**config.mk**
```make
export PLATFORM = sky130hd
export DESIGN_NAME = flip8
export DESIGN_NICKNAME = d
export VERILOG_FILES = /design/src/rtl/flip8.sv
export SDC_FILE = /design/constraint.sdc
export NUM_CORES = 1
export LEC_CHECK = 0
export ABC_AREA = 1
export CAP_MARGIN = 20
export CORE_AREA = 10 10 53 55
export DETAILED_ROUTE_END_ITERATION = 12
export DIE_AREA = 0 0 63 65
export MAX_ROUTING_LAYER = met4
export PLACE_DENSITY_LB_ADDON = 0.08
export SLEW_MARGIN = 20
export SYNTH_ARGS = -nofsm -noshare
export SYNTH_HDL_FRONTEND = slang
export SYNTH_SLANG_ARGS = --single-unit
```
**constraint.sdc**
```tcl
create_clock -name clock -period 1.5 [get_ports clock]
set_input_delay 0.225 -clock clock [delete_from_list [all_inputs] [get_ports clock]]
set_output_delay 0.225 -clock clock [all_outputs]
set_load 0.05 [all_outputs]
```
**src/rtl/flip8.sv**
```systemverilog
// flip8: single-line Othello flip evaluator with a one-cycle registered result.
// Optional build macro FLIP8_OCCUPIED_CHECK_EN forces an all-zero result when cell pos is occupied.
module flip8 (
    input  logic       clock,
    input  logic       reset,
    input  logic [7:0] player,
    input  logic [7:0] opponent,
    input  logic [2:0] pos,
    output logic [7:0] flip
);

    logic [7:0] ply_eff;
    logic [7:0] opp_eff;
    logic [7:0] up_mask;
    logic [7:0] dn_mask;
    logic [7:0] flip_d;
    logic [7:0] flip_q;

    // Scan toward bit 7: collect the opponent run that starts at pos+1 and
    // keep it only when a player stone closes it.
    function automatic logic [7:0] scan_up(input logic [7:0] ply,
                                           input logic [7:0] opp,
                                           input logic [2:0] p);
        logic [7:0] run;
        logic [7:0] res;
        logic       active;
        run    = '0;
        res    = '0;
        active = 1'b1;
        for (int i = 0; i < 8; i++) begin
            if (i > int'(p) && active) begin
                if (opp[i]) begin
                    run[i] = 1'b1;
                end else begin
                    active = 1'b0;
                    if (ply[i] && (|run))
                        res = run;
                end
            end
        end
        return res;
    endfunction

    function automatic logic [7:0] scan_dn(input logic [7:0] ply,
                                           input logic [7:0] opp,
                                           input logic [2:0] p);
        logic [7:0] run;
        logic [7:0] res;
        logic       active;
        run    = '0;
        res    = '0;
        active = 1'b1;
        for (int i = 7; i >= 0; i--) begin
            if (i < int'(p) && active) begin
                if (opp[i]) begin
                    run[i] = 1'b1;
                end else begin
                    active = 1'b0;
                    if (ply[i] && (|run))
                        res = run;
                end
            end
        end
        return res;
    endfunction

    // Player ownership wins where both input masks claim a cell.
    assign ply_eff = player;
    assign opp_eff = opponent & ~player;

    assign up_mask = scan_up(ply_eff, opp_eff, pos);
    assign dn_mask = scan_dn(ply_eff, opp_eff, pos);

    always_comb begin
        flip_d = up_mask | dn_mask;
`ifdef FLIP8_OCCUPIED_CHECK_EN
        if (player[pos] | opponent[pos])
            flip_d = '0;
`endif
        flip_d[pos] = 1'b0;
    end

    // Output register stage
    always_ff @(posedge clock) begin
        if (reset)
            flip_q <= '0;
        else
            flip_q <= flip_d;
    end

    assign flip = flip_q;

endmodule

```
* Word level (Yosys, flattened, before mapping) *
Index checks and enable logic that the tools add are counted.

operators by class
  reductions and logical operators = 35
  mux-type cells = 78
  bitwise operators = 5
  $lt $le $gt $ge = 16

operator list
  cell                                                                            number
  8-bit 2-to-1 mux                                                                30
  1-bit 2-to-1 mux                                                                41
  1-bit logical AND                                                               25
  7-bit 2-to-1 mux                                                                3
  8-bit AND                                                                       2
  8-bit NOT                                                                       2
  3-bit greater-than comparator, first input constant                             4
  6-bit OR reduction                                                              2
  5-bit OR reduction                                                              2
  3-bit < comparator, first input constant                                        3
  8-bit OR                                                                        1
  4-bit OR reduction                                                              2
  2-bit by 3-bit greater-than comparator with 1-bit output, first input constant  2
  1-bit by 3-bit < comparator with 1-bit output, first input constant             2
  2-bit by 3-bit < comparator with 1-bit output, first input constant             2
  2-bit 2-to-1 mux                                                                3
  3-bit OR reduction                                                              2
  3-bit by 4-bit < comparator with 1-bit output, second input constant            1
  2-bit OR reduction                                                              2
  1-bit demux with 3-bit select                                                   1
  3-bit by 1-bit >= comparator with 1-bit output, second input constant           1
  1-bit by 3-bit greater-than comparator with 1-bit output, first input constant  1

word-level totals
  logic and storage cells = 135
  bits of input ports = 21
  output and inout bits = 8
  flip-flop bits (word level) = 8

* Logic depth before layout (Yosys ltp) *
  depth after elaboration = 25
  depth in mapped cells = 15
  mapped depth without buffers = 14

* Least setup slack after synthesis *
OpenSTA, ideal clock, no wires.

  path kind = input to register
  start point = in pos[2]
  end point = reg flip_q[6], in the netlist flip[6]
  stages on the path = 12
  path slack = 0.137 ns
  buffers on the path = 1
  arrival time = 1.244 ns
  library setup time = 0.120 ns
  data required time = 1.380 ns
  cells stage by stage = buf_6 > nand2_4 > nor2_1 > nand2_1 > nand3_1 > nor2_1 > nor2_1 > nand3_1 > nand2_1 > nand4_1 > o21bai_1 > a21oi_1

on the way
  longest elaborated chain between the ends = 23
  elaborated cells between the ends (all ways) = 118
  those cells by class = 16 x order compare; 67 x mux; 3 x bitwise; 32 x reduce/logical

ends and longest elaborated chain
  item                                                           line    source
  start: declaration                                             8       input logic [2:0] pos,
  3-bit < comparator                                             54      if (i < int'(p) && active) begin
  1-bit 2-to-1 mux                                               54
  1-bit logical AND (on tied branches)                           59, 54
  7-bit 2-to-1 mux / 1-bit 2-to-1 mux (equally long branches)    59, 54
  7-bit 2-to-1 mux / 2-bit OR reduction (equally long branches)  55, 59
  7-bit 2-to-1 mux / 1-bit logical AND (equally long branches)   54, 59
  8-bit 2-to-1 mux                                               59      if (ply[i] && (|run))
  8-bit 2-to-1 mux                                               55      if (opp[i]) begin
  (+7 left out)                                                  -
  8-bit 2-to-1 mux                                               59
  8-bit 2-to-1 mux                                               55
  8-bit 2-to-1 mux                                               54
  8-bit 2-to-1 mux                                               59
  8-bit 2-to-1 mux                                               55
  8-bit 2-to-1 mux                                               54
  8-bit OR                                                       75      flip_d = up_mask | dn_mask;
  8-bit AND (no source line) (*)                                 -
  end signal: assignment                                         88      flip_q <= flip_d;
  end: declaration                                               17      logic [7:0] flip_q;

Mark *: on every way between the ends. The rest lies on a longest branch, timed or not.
A chain may end at the register's enable or synchronous reset.

* Final worst setup path *
  start point = in player[6]
  end point = reg flip_q[5], in the netlist flip[5]

on the way
  longest elaborated chain between the ends = 25
  elaborated cells between the ends (all ways) = 67
  those cells by class = 43 x mux; 4 x bitwise; 20 x reduce/logical

ends and longest elaborated chain
  item                            line    source
  start: declaration              6       input logic [7:0] player,
  8-bit NOT                       69      assign opp_eff = opponent & ~player;
  8-bit AND                       69
  1-bit 2-to-1 mux                32, 55
  1-bit 2-to-1 mux                54
  1-bit logical AND               54
  1-bit 2-to-1 mux                54
  2-bit OR reduction              59
  1-bit logical AND               59
  (+9 left out)                   -
  8-bit 2-to-1 mux                59
  8-bit 2-to-1 mux                55
  8-bit 2-to-1 mux                54
  8-bit 2-to-1 mux                59
  8-bit 2-to-1 mux                55
  8-bit 2-to-1 mux                54
  8-bit OR (*)                    75
  8-bit AND (no source line) (*)  -

Marks and branches as above.

==> reports/metrics.yaml <==
run_status:
  status: "finished, final reports clean"
power:
  power.density_nw_per_um2: 460.5
  vdd_drop_max_v: 0.0004382
  total_leakage_power_nw: 0.7629
  design_power_total_w: 0.0006130
floorplanning:
  die_width_um: 63
  initial_utilization_pct: 38.31
  pin_count: 29
  floorplan.rows: 16
  die_area_um2: 4095
  die_height_um: 65
  core_footprint_um2: 1862
setup_path:
  required_ns: 1.67
  end_kind: "flop"
  critPathMaxFanout: 3
  critical_path.startpoint_type: "input pin"
  worst-endpoint-arrival_ns: 1.57
  path_class: "input pin to flop"
timing:
  fin_crit_sh_pct: 93.42
  hold_slack_ns: 0.4733
  fmax_mhz: 713.6
  setup_viol: 0
  timing.final.hold_violations: 0
  final_max_slew_viol_count: 0
  setup_total_negative_slack_ns: 0
  final_critical_path_setup_slack_ns: 0.09866
  final.min_clock_period_ns: 1.401
placement:
  detailedPlace.worstSlack_ns: -0.6030
  gpl.final_weighted_congestion: 0.8829
  placement.io_buffers: 24
  dp_hpwl_um: 2044
grt:
  grt_util_all_layers_pct: 13.55
  grt_max_degree: 7
  globalRoute.totalOverflow: 0
  grt_first_pass_wirelength_um: 4519
  antenna_found_initial: 0
  grt_pass1_vias: 1091
synthesis:
  yosys.area.top_type: "dfxtp_1"
  ys.flop_type: "dfxtp_1"
  post_synth_instance_area_um2: 713.2
  synth.lib_cells_used.distinct: 23
  synthMostInstantiatedCell: "nand2_1"
  ys_async_sr_fraction_pct: 0
  avg_cell_area_syn_um2: 5.572
  ys.warnings.count: 0
  synth.area.top_cells: "dfxtp_1 17%, nand2_1 15%, inv_1 13%"
  seq_area_frac_synth_pct: 16.84
  synth-edff-count: 0
  syn-instance-count: 128
  synth_commonest_cells: "29 x nand2_1, 24 x inv_1, 12 x nor2_1"
  synth-seq-cells: 6
  yosys.area.top_type_share_pct: 16.84
clocking:
  cts_max_path_buffers: 2
  tritoncts_clock_tree: "yes"
  clock_tree.htree_level_count: 1
  clk_transition_reported_paths_ns: 0.05
  root_buffer_selected_by_cts: "clkbuf_4"
  cts.sinks: 6
  cts.hold.buffers_added: 0
  cts_made_buffers: 3
drt:
  routed-via-count: 1034
  residual_drc: 0
  detail_route.first_pass.iterations: 4
  drtAntennaViolNets: 0
  finalWirelength_um: 2602
  first_iter_violations: 17
  avgRoutedWirePerCell_um: 11.99
  routed_via_density: 4.765
cells_and_area:
  largest_register_ffs: 6
  flow.area_growth_from_synthesis_pct: 86.67
  number_of_inserted_diodes: 0
  nNetsFinal: 213
  drive_gt1_share_pct: 48.95
hold_path:
  min_path_type: "input pin to flop"
job:
  max_cap_violations: 0
-- area by class of cell --
| type | count | area (um^2) |
|---|---|---|
| flip-flops and latches | 6 | 120.1 |
| fillers | 186 | 530.5 |
| multi-input cells | 91 | 564.3 |
| inverters | 29 | 111.4 |
| repair buffers | 61 | 479.2 |
| clock buffers | 3 | 22.52 |
| well taps | 27 | 33.78 |
-- kinds of logic (layout without fill, tap and decap cells) --
logic type	after synthesis	count (layout)	share of synthesized area (%)
AND/OR/NAND/NOR	72	72	50.00
buffers and inverters	32	93	19.30
other	1	2	0.5258
flip-flops	6	6	16.84
AO/OA/AOI/OAI	17	17	13.33
-- routing by layer --
metal	routed length (um)	GRT usage, %
met1	1054	13.38
met5	0	-
met4	50	4.469
met3	125	2.749
met2	1372	25.89
-- worst max-delay path, cell delays in order --
cell and delay (ns):
dlygate4sd2_1 0.24, inv_1 0.06, nand2_2 0.09, a21oi_2 0.16, nand2_1 0.09, buf_4 0.14
buf_4 0.12, buf_4 0.13, buf_4 0.12, inv_1 0.04, nand2_1 0.04, a21oi_1 0.12
-- power by group --
group	internal (W)	total, W	leakage, nW	switching [W]
logic	0.000139	0.000300	0.701	0.000161
registers	0.000162	0.000162	0.0484	0.000000567
clock network	0.0000907	0.000151	0.0138	0.0000603
-- cells in the final DEF, fill, tap and decap left out --
cell / count
nand3b_1: 1
buf_4: 43
dlygate4sd2_1: 11
o211ai_4: 1
nand2_2: 14
inv_2: 10
nor2_1: 8
a21oi_2: 3
nand3_1: 9
nand2_1: 17
clkdlybuf4s50_1: 3
dfxtp_1: 6
nand4_4: 1
clkbuf_4: 4
dlymetal6s2s_1: 1
nor3_1: 2
nor2_4: 5
inv_4: 1
o21bai_1: 1
nand3_2: 3
inv_1: 18
conb_1: 2
nand4_1: 6
nand2_4: 3
nor2_2: 3
buf_2: 2
o21ai_1: 3
o21ai_0: 3
a21oi_1: 6
-- through the flow --
step,utilization (%),instance area (um^2),cells
6_report,71.51,1331,217
5_1_grt,71.51,1331,217
4_1_cts,69.83,1300,217
3_5_place_dp,62.30,1160,205
3_3_place_gp,62.30,1160,205
2_1_floorplan,-,716.9,129
-- timing repair --
item	4_1_cts	5_1_grt
setup buffers	9	0
pin swaps	23	14
gates resized for setup	45	19
endpoints found under the setup margin	6	6
-- path summary, 6_finish.rpt --
path,startpoint,to,slack [ns],cells past startpoint
setup / recovery,player[6],flip[5],0.1,12
hold / removal,pos[0],flip[1],0.47,5
No activity file was read; power rests on OpenSTA's default activity.
